## src/rtl/switch_debounce_pkg.sv

```systemverilog
// -----------------------------------------------------------------------------
// switch_debounce_pkg
//   Shared helpers for the switch debouncer slice. No shared types: each
//   module derives its own register widths from its parameters, using
//   width_of() so that a degenerate parameter never yields a zero-width vector.
// -----------------------------------------------------------------------------
package switch_debounce_pkg;

   // Bits needed to hold values 0..n-1, never less than one.
   function automatic int width_of(input int n);
      return (n < 2) ? 1 : $clog2(n);
   endfunction

endpackage

```

## src/rtl/switch_debounce_if.sv

```systemverilog
// -----------------------------------------------------------------------------
// switch_debounce_if
//   Bus between the debouncer and its neighbours.
//     io_ena   enable, gates the sample prescaler only
//     io_in    raw asynchronous switch pins
//     io_out   debounced level bus
//     io_rise  one-cycle pulse per bit on a debounced 0->1 transition
//     io_fall  one-cycle pulse per bit on a debounced 1->0 transition
//     io_tick  sample prescaler tick
//   master: the side that drives pins/enable and consumes the clean bus.
//   slave : the debouncer itself.
// -----------------------------------------------------------------------------
interface switch_debounce_if #(
   parameter int WIDTH = 8
);
   logic             io_ena;
   logic [WIDTH-1:0] io_in;
   logic [WIDTH-1:0] io_out;
   logic [WIDTH-1:0] io_rise;
   logic [WIDTH-1:0] io_fall;
   logic             io_tick;

   modport master (
      output io_ena, io_in,
      input  io_out, io_rise, io_fall, io_tick
   );

   modport slave (
      input  io_ena, io_in,
      output io_out, io_rise, io_fall, io_tick
   );
endinterface

```

## src/rtl/switch_debounce_bit.sv

```systemverilog
// -----------------------------------------------------------------------------
// debounce_bit
//   One switch channel: two-flop synchroniser, stability counter, debounced
//   level and registered rise/fall pulses.
//     clock   system clock
//     reset   synchronous, active-high reset
//     tick_i  shared sample tick from the prescaler
//     raw_i   raw asynchronous switch pin
//     out_o   debounced level
//     rise_o  high in the first cycle out_o reads 1
//     fall_o  high in the first cycle out_o reads 0
// -----------------------------------------------------------------------------
module debounce_bit
   import switch_debounce_pkg::*;
#(
   parameter int STABLE_TICKS = 4
) (
   input  logic clock,
   input  logic reset,
   input  logic tick_i,
   input  logic raw_i,
   output logic out_o,
   output logic rise_o,
   output logic fall_o
);

   localparam int              CW       = width_of(STABLE_TICKS + 1);
   localparam logic [CW-1:0]   CNT_LAST = CW'(STABLE_TICKS - 1);

   logic          sync1_q, sync2_q;
   logic [CW-1:0] cnt_q, cnt_d;
   logic          out_q, out_d;
   logic          rise_q, rise_d;
   logic          fall_q, fall_d;

   // NOTE: every signal written here gets a default first, so no latch is inferred.
   always_comb begin
      cnt_d  = cnt_q;
      out_d  = out_q;
      rise_d = 1'b0;
      fall_d = 1'b0;
      if (sync2_q == out_q) begin
         // Input agrees with the output: any glitch restarts the window.
         cnt_d = '0;
      end else if (tick_i) begin
         if (cnt_q == CNT_LAST) begin
            out_d  = sync2_q;
            cnt_d  = '0;
            rise_d = sync2_q;
            fall_d = ~sync2_q;
         end else begin
            cnt_d = cnt_q + 1'b1;
         end
      end
   end

   // NOTE: state uses non-blocking assignments so every flop samples pre-edge values.
   always_ff @(posedge clock) begin
      if (reset) begin
         sync1_q <= 1'b0;
         sync2_q <= 1'b0;
         cnt_q   <= '0;
         out_q   <= 1'b0;
         rise_q  <= 1'b0;
         fall_q  <= 1'b0;
      end else begin
         sync1_q <= raw_i;
         sync2_q <= sync1_q;
         cnt_q   <= cnt_d;
         out_q   <= out_d;
         rise_q  <= rise_d;
         fall_q  <= fall_d;
      end
   end

   assign out_o  = out_q;
   assign rise_o = rise_q;
   assign fall_o = fall_q;

endmodule

```

## src/rtl/switch_debounce.sv

```systemverilog
// -----------------------------------------------------------------------------
// switch_debounce
//   Conditions raw switch pins for the seven-segment controller: a shared
//   sample prescaler plus WIDTH independent debounce channels.
//     clock   system clock
//     reset   synchronous, active-high reset
//     bus     switch_debounce_if slave port (io_ena, io_in in;
//             io_out, io_rise, io_fall, io_tick out)
// -----------------------------------------------------------------------------
module switch_debounce
   import switch_debounce_pkg::*;
#(
   parameter int WIDTH        = 8,
   parameter int TICK_DIV     = 1000,
   parameter int STABLE_TICKS = 4
) (
   input logic               clock,
   input logic               reset,
   switch_debounce_if.slave  bus
);

   localparam int            PW       = width_of(TICK_DIV);
   localparam logic [PW-1:0] PRE_LAST = PW'(TICK_DIV - 1);

   logic [PW-1:0]    pre_q, pre_d;
   logic             tick;
   logic [WIDTH-1:0] out_w, rise_w, fall_w;

   // Prescaler only advances while enabled, so a disabled block never ticks.
   always_comb begin
      pre_d = pre_q;
      if (bus.io_ena) begin
         pre_d = (pre_q == PRE_LAST) ? '0 : pre_q + 1'b1;
      end
   end

   always_ff @(posedge clock) begin
      if (reset) begin
         pre_q <= '0;
      end else begin
         pre_q <= pre_d;
      end
   end

   assign tick = (pre_q == PRE_LAST) && bus.io_ena;

   for (genvar g = 0; g < WIDTH; g++) begin : g_bit
      debounce_bit #(
         .STABLE_TICKS (STABLE_TICKS)
      ) u_bit (
         .clock  (clock),
         .reset  (reset),
         .tick_i (tick),
         .raw_i  (bus.io_in[g]),
         .out_o  (out_w[g]),
         .rise_o (rise_w[g]),
         .fall_o (fall_w[g])
      );
   end

   assign bus.io_out  = out_w;
   assign bus.io_rise = rise_w;
   assign bus.io_fall = fall_w;
   assign bus.io_tick = tick;

endmodule

```

## src/flat_wrapper.sv

```systemverilog
// flat-port wrapper written by rule: the top's interface ports become plain ports
module switch_debounce_flat import switch_debounce_pkg::*;
#(
   parameter int WIDTH        = 8,
   parameter int TICK_DIV     = 1000,
   parameter int STABLE_TICKS = 4
)
  (clock, reset, bus_io_ena, bus_io_in, bus_io_out, bus_io_rise, bus_io_fall, bus_io_tick);
  switch_debounce_if #(.WIDTH(WIDTH)) bus_i ();
  input logic clock;
  input logic reset;
  input wire logic [$bits(bus_i.io_ena)-1:0] bus_io_ena;
  input wire logic [$bits(bus_i.io_in)-1:0] bus_io_in;
  output wire logic [$bits(bus_i.io_out)-1:0] bus_io_out;
  output wire logic [$bits(bus_i.io_rise)-1:0] bus_io_rise;
  output wire logic [$bits(bus_i.io_fall)-1:0] bus_io_fall;
  output wire logic [$bits(bus_i.io_tick)-1:0] bus_io_tick;
  assign bus_i.io_ena = bus_io_ena;
  assign bus_i.io_in = bus_io_in;
  assign bus_io_out = bus_i.io_out;
  assign bus_io_rise = bus_i.io_rise;
  assign bus_io_fall = bus_i.io_fall;
  assign bus_io_tick = bus_i.io_tick;
  switch_debounce #(.WIDTH(WIDTH), .TICK_DIV(TICK_DIV), .STABLE_TICKS(STABLE_TICKS)) u_core (.clock(clock), .reset(reset), .bus(bus_i));
endmodule
```

## config.mk

```make
export PLATFORM = sky130hd
export DESIGN_NAME = switch_debounce_flat
export DESIGN_NICKNAME = d
export VERILOG_FILES = /design/src/rtl/switch_debounce_pkg.sv /design/src/rtl/switch_debounce_if.sv /design/src/rtl/switch_debounce_bit.sv /design/src/rtl/switch_debounce.sv /design/src/flat_wrapper.sv
export SDC_FILE = /design/constraint.sdc
export NUM_CORES = 1
export LEC_CHECK = 0
export BUFFER_PORTS_ARGS = -buffer_cell sky130_fd_sc_hd__buf_2
export CELL_PAD_IN_SITES_DETAIL_PLACEMENT = 0
export CELL_PAD_IN_SITES_GLOBAL_PLACEMENT = 1
export CORE_MARGIN = 2
export CORE_UTILIZATION = 39
export DETAILED_ROUTE_END_ITERATION = 10
export PLACE_DENSITY = 0.75
export SLEW_MARGIN = 20
export SYNTH_ARGS = -nofsm -noshare
export SYNTH_HDL_FRONTEND = slang
export SYNTH_SLANG_ARGS = --single-unit
```

## constraint.sdc

```tcl
create_clock -name clock -period 1.5 [get_ports clock]
set_input_delay 0.075 -clock clock [delete_from_list [all_inputs] [get_ports clock]]
set_output_delay 0.075 -clock clock [all_outputs]
set_load 0.05 [all_outputs]
```

**Word-level counts from Yosys, hierarchy flattened**

Cells that the tools add are included.

- Register bits: 74
- Word-level logic and storage cells: 134
- Input port bits: 11

- $add $sub $neg: 9
- Reductions and logical operators: 25
- Bitwise logic cells: 25
- Muxes and demuxes: 9
- Equal/unequal tests: 17

Operators by type and width:

| cell | number |
|---|---|
| 4-bit OR reduction | 8 |
| 1-bit NOT | 25 |
| 3-bit by 1-bit adder with 3-bit output (second input constant) | 8 |
| 3-bit by 2-bit equality test with 1-bit output (second input constant) | 8 |
| 3-bit two-way mux | 8 |
| 3-bit AND reduction | 8 |
| 2-bit OR reduction | 8 |
| 10-bit by 1-bit adder with 10-bit output (second input constant) | 1 |
| 10-bit equality test (second input constant) | 1 |
| 10-bit two-way mux | 1 |
| 1-bit equality test | 8 |
| 1-bit logical AND | 1 |

**Logic depth before layout (Yosys ltp)**

Gate-level depths: netlist of the first run.

- Depth in word-level cells: 4
- Depth in mapped cells: 7
- Gate-level depth less buffers: 6

**Hierarchy**

From an unflattened synthesis of the first run, not the netlist that was laid out.

- Cells, all modules: 279
- Area, all modules: 2802.7 sq um

By module, submodules not included:

| module | area each (sq um) | sequential area each (sq um) | times used | cells each |
|---|---|---|---|---|
| debounce_bit | 285.3 | 160.2 | 8 | 28 |
| switch_debounce | 520.5 | 200.2 | 1 | 55 |

**Least setup slack after synthesis of the first run**

Ideal clock, no wire load.

- Path kind: register to register
- Start point: reg u_core.pre_q[0]
- End point: reg u_core.g_bit[0].u_bit.cnt_q[1]
- Arrival time: 1.497 ns
- Path buffers: 1
- Stages on the path, launching flop included: 8
- Setup slack: -0.067 ns
- Setup time: 0.070 ns
- Cells stage by stage: dfxtp_1 > ha_1 > and4bb_2 > nand3_4 > inv_1 > buf_2 > nand2_1 > a21oi_1

- Cells in the longest elaborated chain, start to end: 2

Ends and longest elaborated chain:

| item | line | text |
|---|---|---|
| start: declaration | switch_debounce.sv:25 | `logic [PW-1:0] pre_q, pre_d;` |
| start signal: assignment | switch_debounce.sv:41 | `pre_q <= pre_d;` |
| 10-bit equality test | switch_debounce.sv:45 | `assign tick = (pre_q == PRE_LAST) && bus.io_ena;` |
| 1-bit logical AND | switch_debounce.sv:45 |  |
| named net bus_io_tick | flat_wrapper.sv:17 | `output wire logic [$bits(bus_i.io_tick)-1:0] bus_io_tick;` |
| end signal: assignment | switch_debounce_bit.sv:69 | `cnt_q <= cnt_d;` |
| end: declaration | switch_debounce_bit.sv:31 | `logic [CW-1:0] cnt_q, cnt_d;` |

The timed path passes the listed nets, and every way through them passes these cells.
A chain may end at the register's enable or synchronous reset.

**Worst setup path in the final report of the first run**

- Start point: reg u_core.pre_q[1]
- End point: reg u_core.g_bit[3].u_bit.out_q

- Cells in the longest elaborated chain, start to end: 3

Ends and longest elaborated chain:

| item | line | text |
|---|---|---|
| 10-bit equality test | switch_debounce.sv:45 |  |
| 1-bit logical AND | switch_debounce.sv:45 |  |
| 3-bit AND reduction (no line) | n/a |  |
| end signal: assignment | switch_debounce_bit.sv:70 | `out_q <= out_d;` |
| end: declaration | switch_debounce_bit.sv:32 | `logic out_q, out_d;` |

No other way between the ends.

==> results.py, run 1 <==
metrics = {
    "placement": {
        "dp_cells": 450,
        "numPortBuffers": 35,
        "dpl.hpwl_mm": 3.89,
        "place.gp.congestion": 0.788,
    },
    "clocking": {
        "cts_made_buffers": 9,
        "cts.sinks": 74,
        "clk_pin_slew_worst_paths_ns": 0.07,
        "root_buffer": "clkbuf_8",
        "cts_tree": "done",
        "clkLatencyLatePin_ns": 0.35,
        "h-tree-depth": 3,
        "clk_path_buf_depth": 2,
    },
    "synthesis": {
        "synth.ff_latch_count": 74,
        "ys_top_cells_by_count": "74 x dfxtp_1, 31 x nand2_1, 25 x a21oi_1",
        "yosysTopAreaCellShare_pct": 49.5,
        "synthCells": 324,
        "ys_types": 31,
        "synth_most_common_cell": "dfxtp_1",
        "synth_ff_type": "dfxtp_1",
        "syn_area_um2": 2990,
        "synth_area_per_cell_um2": 9.23,
        "synthTopCellsByArea": "dfxtp_1 50%, buf_4 6.0%, nor2b_1 5.0%",
        "syn-num-nets": 344,
        "yosys_warnings": 0,
        "synth_top_area_cell": "dfxtp_1",
        "synth_edf_count": 0,
        "async_flop_share_pct": 0,
        "synth_seq_area_share_pct": 49.5,
    },
    "setup_path": {
        "cp-start-kind": "register",
        "required_ns": 1.78,
        "reg2reg_depth": 9,
        "critPathMaxFanout": 8,
        "critPathArrivalTime_ns": 1.92,
        "r2r_slack_ns": -0.14,
        "end_kind": "register",
        "worstSetupPathType": "register to register",
        "worstReg2RegStart": "u_core.pre_q[1]",
        "r2r_end": "u_core.g_bit[3].u_bit.out_o",
    },
    "min_path": {
        "hold_path.class": "input port to register",
        "holdPathEnd": "u_core.g_bit[5].u_bit.out_o",
        "min_delay_path_depth": 2,
        "worstHoldStart": "reset",
    },
    "grt": {
        "grt_max_degree": 19,
        "grtUsageTotal_pct": 16.0,
        "gr-total-overflow": 0,
        "grt_pass1_vias": 2319,
        "grt_pass1_wl_mm": 10.6,
        "antenna_found_initial": 0,
    },
    "final_layout": {
        "fillerInstances": 640,
        "num-nets-final": 401,
        "diodes": 0,
        "area_growth_pct": 40.8,
        "drive_gt1_share_pct": 35.5,
        "instances_no_fill": 485,
    },
    "sta": {
        "slew_violations": 0,
        "fin_hold_ws_ns": 0.0403,
        "max_freq_mhz": 610,
        "min_period_ns": 1.64,
        "rsz0062_at_grt": "true",
        "clock_skew_ns": 0.00657,
        "min_period_over_period_pct": 109,
        "tightestPinTransition_ns": 0.286,
        "fin_ws_ns": -0.139,
        "finalHoldViolCount": 0,
        "slew_headroom_pct": 80.4,
        "finalSetupViolCount": 43,
    },
    "pwr": {
        "pwr-share-comb_pct": 4.2,
        "p_per_area_nw_per_um2": 972,
        "seqPwrFrac_pct": 49.3,
        "intPower_mw": 3.27,
        "p_clk_share_pct": 46.5,
        "ir_drop_uv": 1020,
        "switchingPower_uw": 824,
        "p_sw_share_pct": 20.1,
        "leakagePower_nw": 1.59,
    },
    "outcome": {
        "status": "finished, violations left",
        "violations": "negative setup slack",
    },
    "drt": {
        "first_pass_iters": 6,
        "vias_per_cell": 4.93,
        "vias": 2393,
        "wl_per_cell_um": 13.3,
        "ant_nets": 0,
        "wirelength_mm": 6.46,
        "first_iter_violations": 94,
        "drc_errors": 0,
    },
    "floorplan": {
        "fp.coreArea_um2": 7330,
        "io_pins": 36,
        "rows": 31,
        "die_area_um2": 8390,
        "start_util_pct": 40.8,
        "die_w_um": 91.6,
        "die_h_um": 91.6,
    },
    "flow_run": {
        "drv_cap": 0,
    },
}
## flip-flops by register name (all words and copies together) (netlist names)
name / flops
u_core.g_bit.u_bit.sync1_q: 8
u_core.g_bit.u_bit.fall_o: 8
u_core.g_bit.u_bit.sync2_q: 8
u_core.g_bit.u_bit.rise_o: 8
u_core.g_bit.u_bit.cnt_q: 24
u_core.pre_q: 10
u_core.g_bit.u_bit.out_o: 8
## worst max-delay path by stage
stage / startpoint / depth (start not counted) / endpoint
floorplan: u_core.pre_q[1] / 6 / u_core.g_bit[0].u_bit.cnt_q[0]
global placement: u_core.pre_q[1] / 6 / u_core.g_bit[1].u_bit.cnt_q[0]
detailed placement: u_core.pre_q[1] / 6 / u_core.g_bit[2].u_bit.cnt_q[0]
CTS: u_core.pre_q[1] / 6 / bus_io_tick
global route: u_core.pre_q[1] / 6 / bus_io_tick
finish: u_core.pre_q[1] / 9 / u_core.g_bit[3].u_bit.out_o
## critical path: stages, from the launching register on
cell and delay [ns]:
dfxtp_2 0.36, ha_4 0.13, and4bb_2 0.27, nand3_4 0.13, inv_4 0.09, buf_12 0.10, buf_4 0.10, buf_8 0.14
nand3_1 0.09, a21oi_1 0.15
## through the flow
step / util, % / setup WS (ns) / power, mW / instance area [um2] / setup TNS (ns)
global placement: 45.8 / -0.0234 / 2.18 / 3360 / -0.155
floorplan: - / 0.00229 / 2.12 / 3010 / 0
finish: 57.5 / -0.139 / 4.09 / 4210 / -2.79
global route: 57.5 / -0.207 / 4.23 / 4210 / -6.73
detailed placement: 45.8 / -0.0904 / 2.19 / 3360 / -1.19
CTS: 54.4 / -0.155 / 4.13 / 3990 / -1.84
## layout make-up
type / count / area [um2] / share of cell area, %
timing repair buffer: 84 / 736 / 17.5
sequential: 74 / 1480 / 35.2
inverter: 9 / 36.3 / 0.862
clock buffer: 11 / 151 / 3.59
multi-input combinational: 203 / 1580 / 37.5
tap: 99 / 124 / 2.94
clock inverter: 5 / 100 / 2.38
## placed cells by master, fill, tap and decap left out, types with 3 or more instances in the layout
cell type and instances:
a211oi_2 8, a21o_1 8, a21oi_1 19, a21oi_2 6, buf_12 7, buf_2 34, buf_4 22, buf_6 10
bufinv_16 3, clkbuf_8 11, dfxtp_1 72, dlygate4sd3_1 8, ha_1 8, inv_1 8, nand2_1 31, nand2b_1 16
nand3_1 20, nor2_1 3, nor2b_1 24, nor3_4 3, nor4_2 3, nor4_4 13, o21ai_1 8, or3_1 9
xor2_1 4
## routing by layer
layer | up-vias | GRT usage, % | share of wire (%)
met5 | - | 0 | 0
met4 | 0 | 7.32 | 2.0
met3 | 13 | 4.81 | 3.5
met2 | 34 | 26.5 | 50
met1 | 1137 | 18.9 | 44
li1 | 1209 | - | -
## cells by family (layout without fill, tap and decap cells)
logic type | count (synthesis) | after routing | share of synthesized area, %
AND/OR/NAND/NOR | 134 | 134 | 24.8
flip-flops | 74 | 74 | 49.5
AO/OA/AOI/OAI | 53 | 53 | 10.4
buffers and inverters | 47 | 109 | 9.45
adder cells (fa/ha/maj) | 9 | 9 | 3.76
XOR/XNOR | 6 | 6 | 1.76
multiplexers | 1 | 1 | 0.335
## power groups by stage
stage,Sequential (mW),Combinational [mW],Clock [mW]
final,2.02,0.172,1.90
after global routing,2.02,0.189,2.02
after global placement,2.06,0.125,0
after CTS,2.02,0.155,1.96
after detailed placement,2.06,0.127,0
after floorplan,2.06,0.0659,0
## timing repair
action                                 4_1_cts  5_1_grt
pin swaps                                    2       15
buffers inserted                             4        5
endpoints found under the hold margin        8        0
cloned                                       1        1
resized for setup                           48       34
setup endpoints to repair                   37       54
hold buffers                                 8        0
Power figures use the tool's default switching activity.
==> run 2: changes to the inputs <==
--- a/config.mk
+++ b/config.mk
@@ -5,12 +5,12 @@
 export SDC_FILE = /design/constraint.sdc
 export NUM_CORES = 1
 export LEC_CHECK = 0
-export BUFFER_PORTS_ARGS = -buffer_cell sky130_fd_sc_hd__buf_2
 export CELL_PAD_IN_SITES_DETAIL_PLACEMENT = 0
 export CELL_PAD_IN_SITES_GLOBAL_PLACEMENT = 1
 export CORE_MARGIN = 2
-export CORE_UTILIZATION = 39
+export CORE_UTILIZATION = 43
 export DETAILED_ROUTE_END_ITERATION = 10
+export DONT_BUFFER_PORTS = 1
 export PLACE_DENSITY = 0.75
 export SLEW_MARGIN = 20
 export SYNTH_ARGS = -nofsm -noshare
==> run 2 against run 1 <==
  * The flow still finishes with violations (negative setup slack)
  * Critical path depth decreased by 3
  * Clock skew about the same
  * Setup slack improved by 0.026 ns
  * Global-route usage decreased by 0.51 points
  * Register-to-register slack improved by 0.04 ns
  * Routed wire length decreased by 13%
  * Total power decreased by 13%
  * Sequential share of layout area increased by 5.1 points
  * Count of clock-buffer cells in the layout decreased by 1
  * Die area decreased by 8.9%
  * Sequential power about the same
  * Sequential cell count unchanged
  * Critical path type is now register to output port
  * Largest power group unchanged
==> results.py, run 2 (synthesized netlist as in run 1, its figures left out) <==
metrics = {
    "placement": {
        "place.gp.congestion": 0.745,
        "numPortBuffers": 0,
        "dp_cells": 395,
        "dpl.hpwl_mm": 3.39,
        "placed_area_um2": 3090,
    },
    "sta": {
        "min_period_ns": 1.61,
        "fin_ws_ns": -0.113,
        "finalSetupViolCount": 24,
        "max_freq_mhz": 620,
        "clock_skew_ns": 0.00619,
        "rsz0062_at_grt": "true",
        "tightestPinTransition_ns": 0.493,
        "min_period_over_period_pct": 108,
        "finalHoldViolCount": 0,
        "slew_violations": 0,
        "slew_headroom_pct": 67.1,
    },
    "final_layout": {
        "seq_area_um2": 1480,
        "multiInputGateArea_um2": 1460,
        "max_flop_register": "u_core.g_bit.u_bit.cnt_q",
        "final_common_cell": "dfxtp_1",
        "diodes": 0,
        "drive_gt1_share_pct": 25.4,
        "instances_no_fill": 423,
        "layout_common_cells": "72 x dfxtp_1, 31 x nand2_1, 24 x nor2b_1, 23 x buf_4, 19 x a21oi_1",
        "num-nets-final": 360,
        "design_area_um2": 3680,
        "largest_reg_flops": 24,
        "reg_top3": "u_core.g_bit.u_bit.cnt_q: 24 flops, u_core.pre_q: 10 flops",
        "fillerInstances": 593,
        "area_growth_pct": 23.1,
    },
    "drt": {
        "vias": 2217,
        "drc_errors": 0,
        "wl_per_cell_um": 13.3,
        "ant_nets": 0,
        "route.met2.wl_mm": 2.62,
        "highest_layer": "met4",
        "route.met3.wl_um": 243,
        "vias_per_cell": 5.24,
        "wirelength_mm": 5.63,
        "first_pass_iters": 4,
        "m1WireLength_mm": 2.70,
        "first_iter_violations": 65,
    },
    "grt": {
        "grt_pass1_vias": 2082,
        "gr-total-overflow": 0,
        "grtUsageTotal_pct": 15.5,
        "grt_pass1_wl_mm": 9.18,
        "antenna_found_initial": 0,
        "grt_max_degree": 51,
    },
    "flow_run": {
        "drv_cap": 0,
    },
    "floorplan": {
        "die_h_um": 87.4,
        "start_util_pct": 44.3,
        "rows": 30,
        "die_w_um": 87.4,
        "fp.coreArea_um2": 6760,
        "die_area_um2": 7640,
        "io_pins": 36,
    },
    "clocking": {
        "cts_made_buffers": 9,
        "cts.sinks": 74,
        "clk_path_buf_depth": 2,
        "clkLatencyLatePin_ns": 0.35,
        "cts_tree": "done",
        "h-tree-depth": 3,
        "clk_pin_slew_worst_paths_ns": 0.07,
        "root_buffer": "clkbuf_8",
    },
    "setup_path": {
        "worst_path_max_delay_cell": "dfxtp_2",
        "crit_buf_inv": 3,
        "critPathArrivalTime_ns": 1.54,
        "cp-start-kind": "register",
        "end_kind": "output port",
        "worstSetupPathType": "register to output port",
        "path_delay_family": "simple AND/OR/NAND/NOR gates",
        "r2r_slack_ns": -0.10,
        "critPathMaxFanout": 4,
        "required_ns": 1.42,
        "slowest_delay_ns": 0.36,
        "worstPathCellList": "ha_4 -> and4bb_2 -> nand3_4 -> inv_4 -> buf_6 -> buf_8",
    },
    "pwr": {
        "ir_drop_uv": 579,
        "p_per_area_nw_per_um2": 969,
        "p_total_mw": 3.57,
        "leakagePower_nw": 1.28,
    },
    "min_path": {
        "hold_path.class": "input port to register",
    },
    "outcome": {
        "status": "finished, violations left",
        "violations": "negative setup slack",
    },
}
[run 2: cell count changes in the layout (fill, tap and decap cells not counted), sizes merged]
cell | previous run | this run
buf | 75 | 33
bufinv | 3 | 1
clkbuf | 12 | 11
clkinv | 2 | 3
dlygate4sd3 | 8 | 9
[run 2: power breakdown]
| group | switching, mW | internal (mW) |
|---|---|---|
| logic | 0.0653 | 0.0652 |
| clock network | 0.678 | 0.741 |
| registers | 0.0232 | 2.00 |
| total | 0.767 | 2.80 |
[run 2: metal layers]
metal / GRT usage [%] / up-vias
li1: - / 1128
met1: 19.0 / 1047
met2: 24.1 / 36
met3: 6.82 / 6
met4: 5.31 / 0
met5: 0 / -
[run 2: through the flow]
step	hold slack [ns]	utilization (%)	setup slack [ns]	setup TNS (ns)
floorplan	0.203	-	0.00229	0
detailed placement	0.152	45.7	-0.0651	-0.662
CTS	0.0410	51.4	-0.107	-1.01
global placement	0.148	45.7	-0.0329	-0.197
finish	0.0436	54.5	-0.113	-1.15
global route	0.0538	54.5	-0.184	-3.40
[run 2: final timing paths]
kind	start	endpoint	cells after the start
max	u_core.pre_q[1]	bus_io_tick	6
min	reset	u_core.pre_q[4]	2
max reg2reg	u_core.pre_q[1]	u_core.g_bit[2].u_bit.cnt_q[0]	6
min reg2reg	u_core.g_bit[7].u_bit.sync1_q	u_core.g_bit[7].u_bit.sync2_q	1
[run 2: cell type report]
class                   instances  area share [%]
flip-flops and latches         74            40.3
multi-input cells             203            39.6
repair buffers                 43            11.7
clock buffers                  10            3.47
well taps                      80            2.72
clock inverters                 4            1.22
inverters                       9           0.985
[run 2: what timing repair did]
| action | 4_1_cts | 5_1_grt |
|---|---|---|
| setup endpoints to repair | 22 | 45 |
| gates resized for setup | 22 | 36 |
| cloned | 0 | 1 |
| hold buffers | 10 | 0 |
| pin swaps | 1 | 6 |
| hold endpoints to repair | 73 | 0 |
| buffers inserted | 2 | 1 |
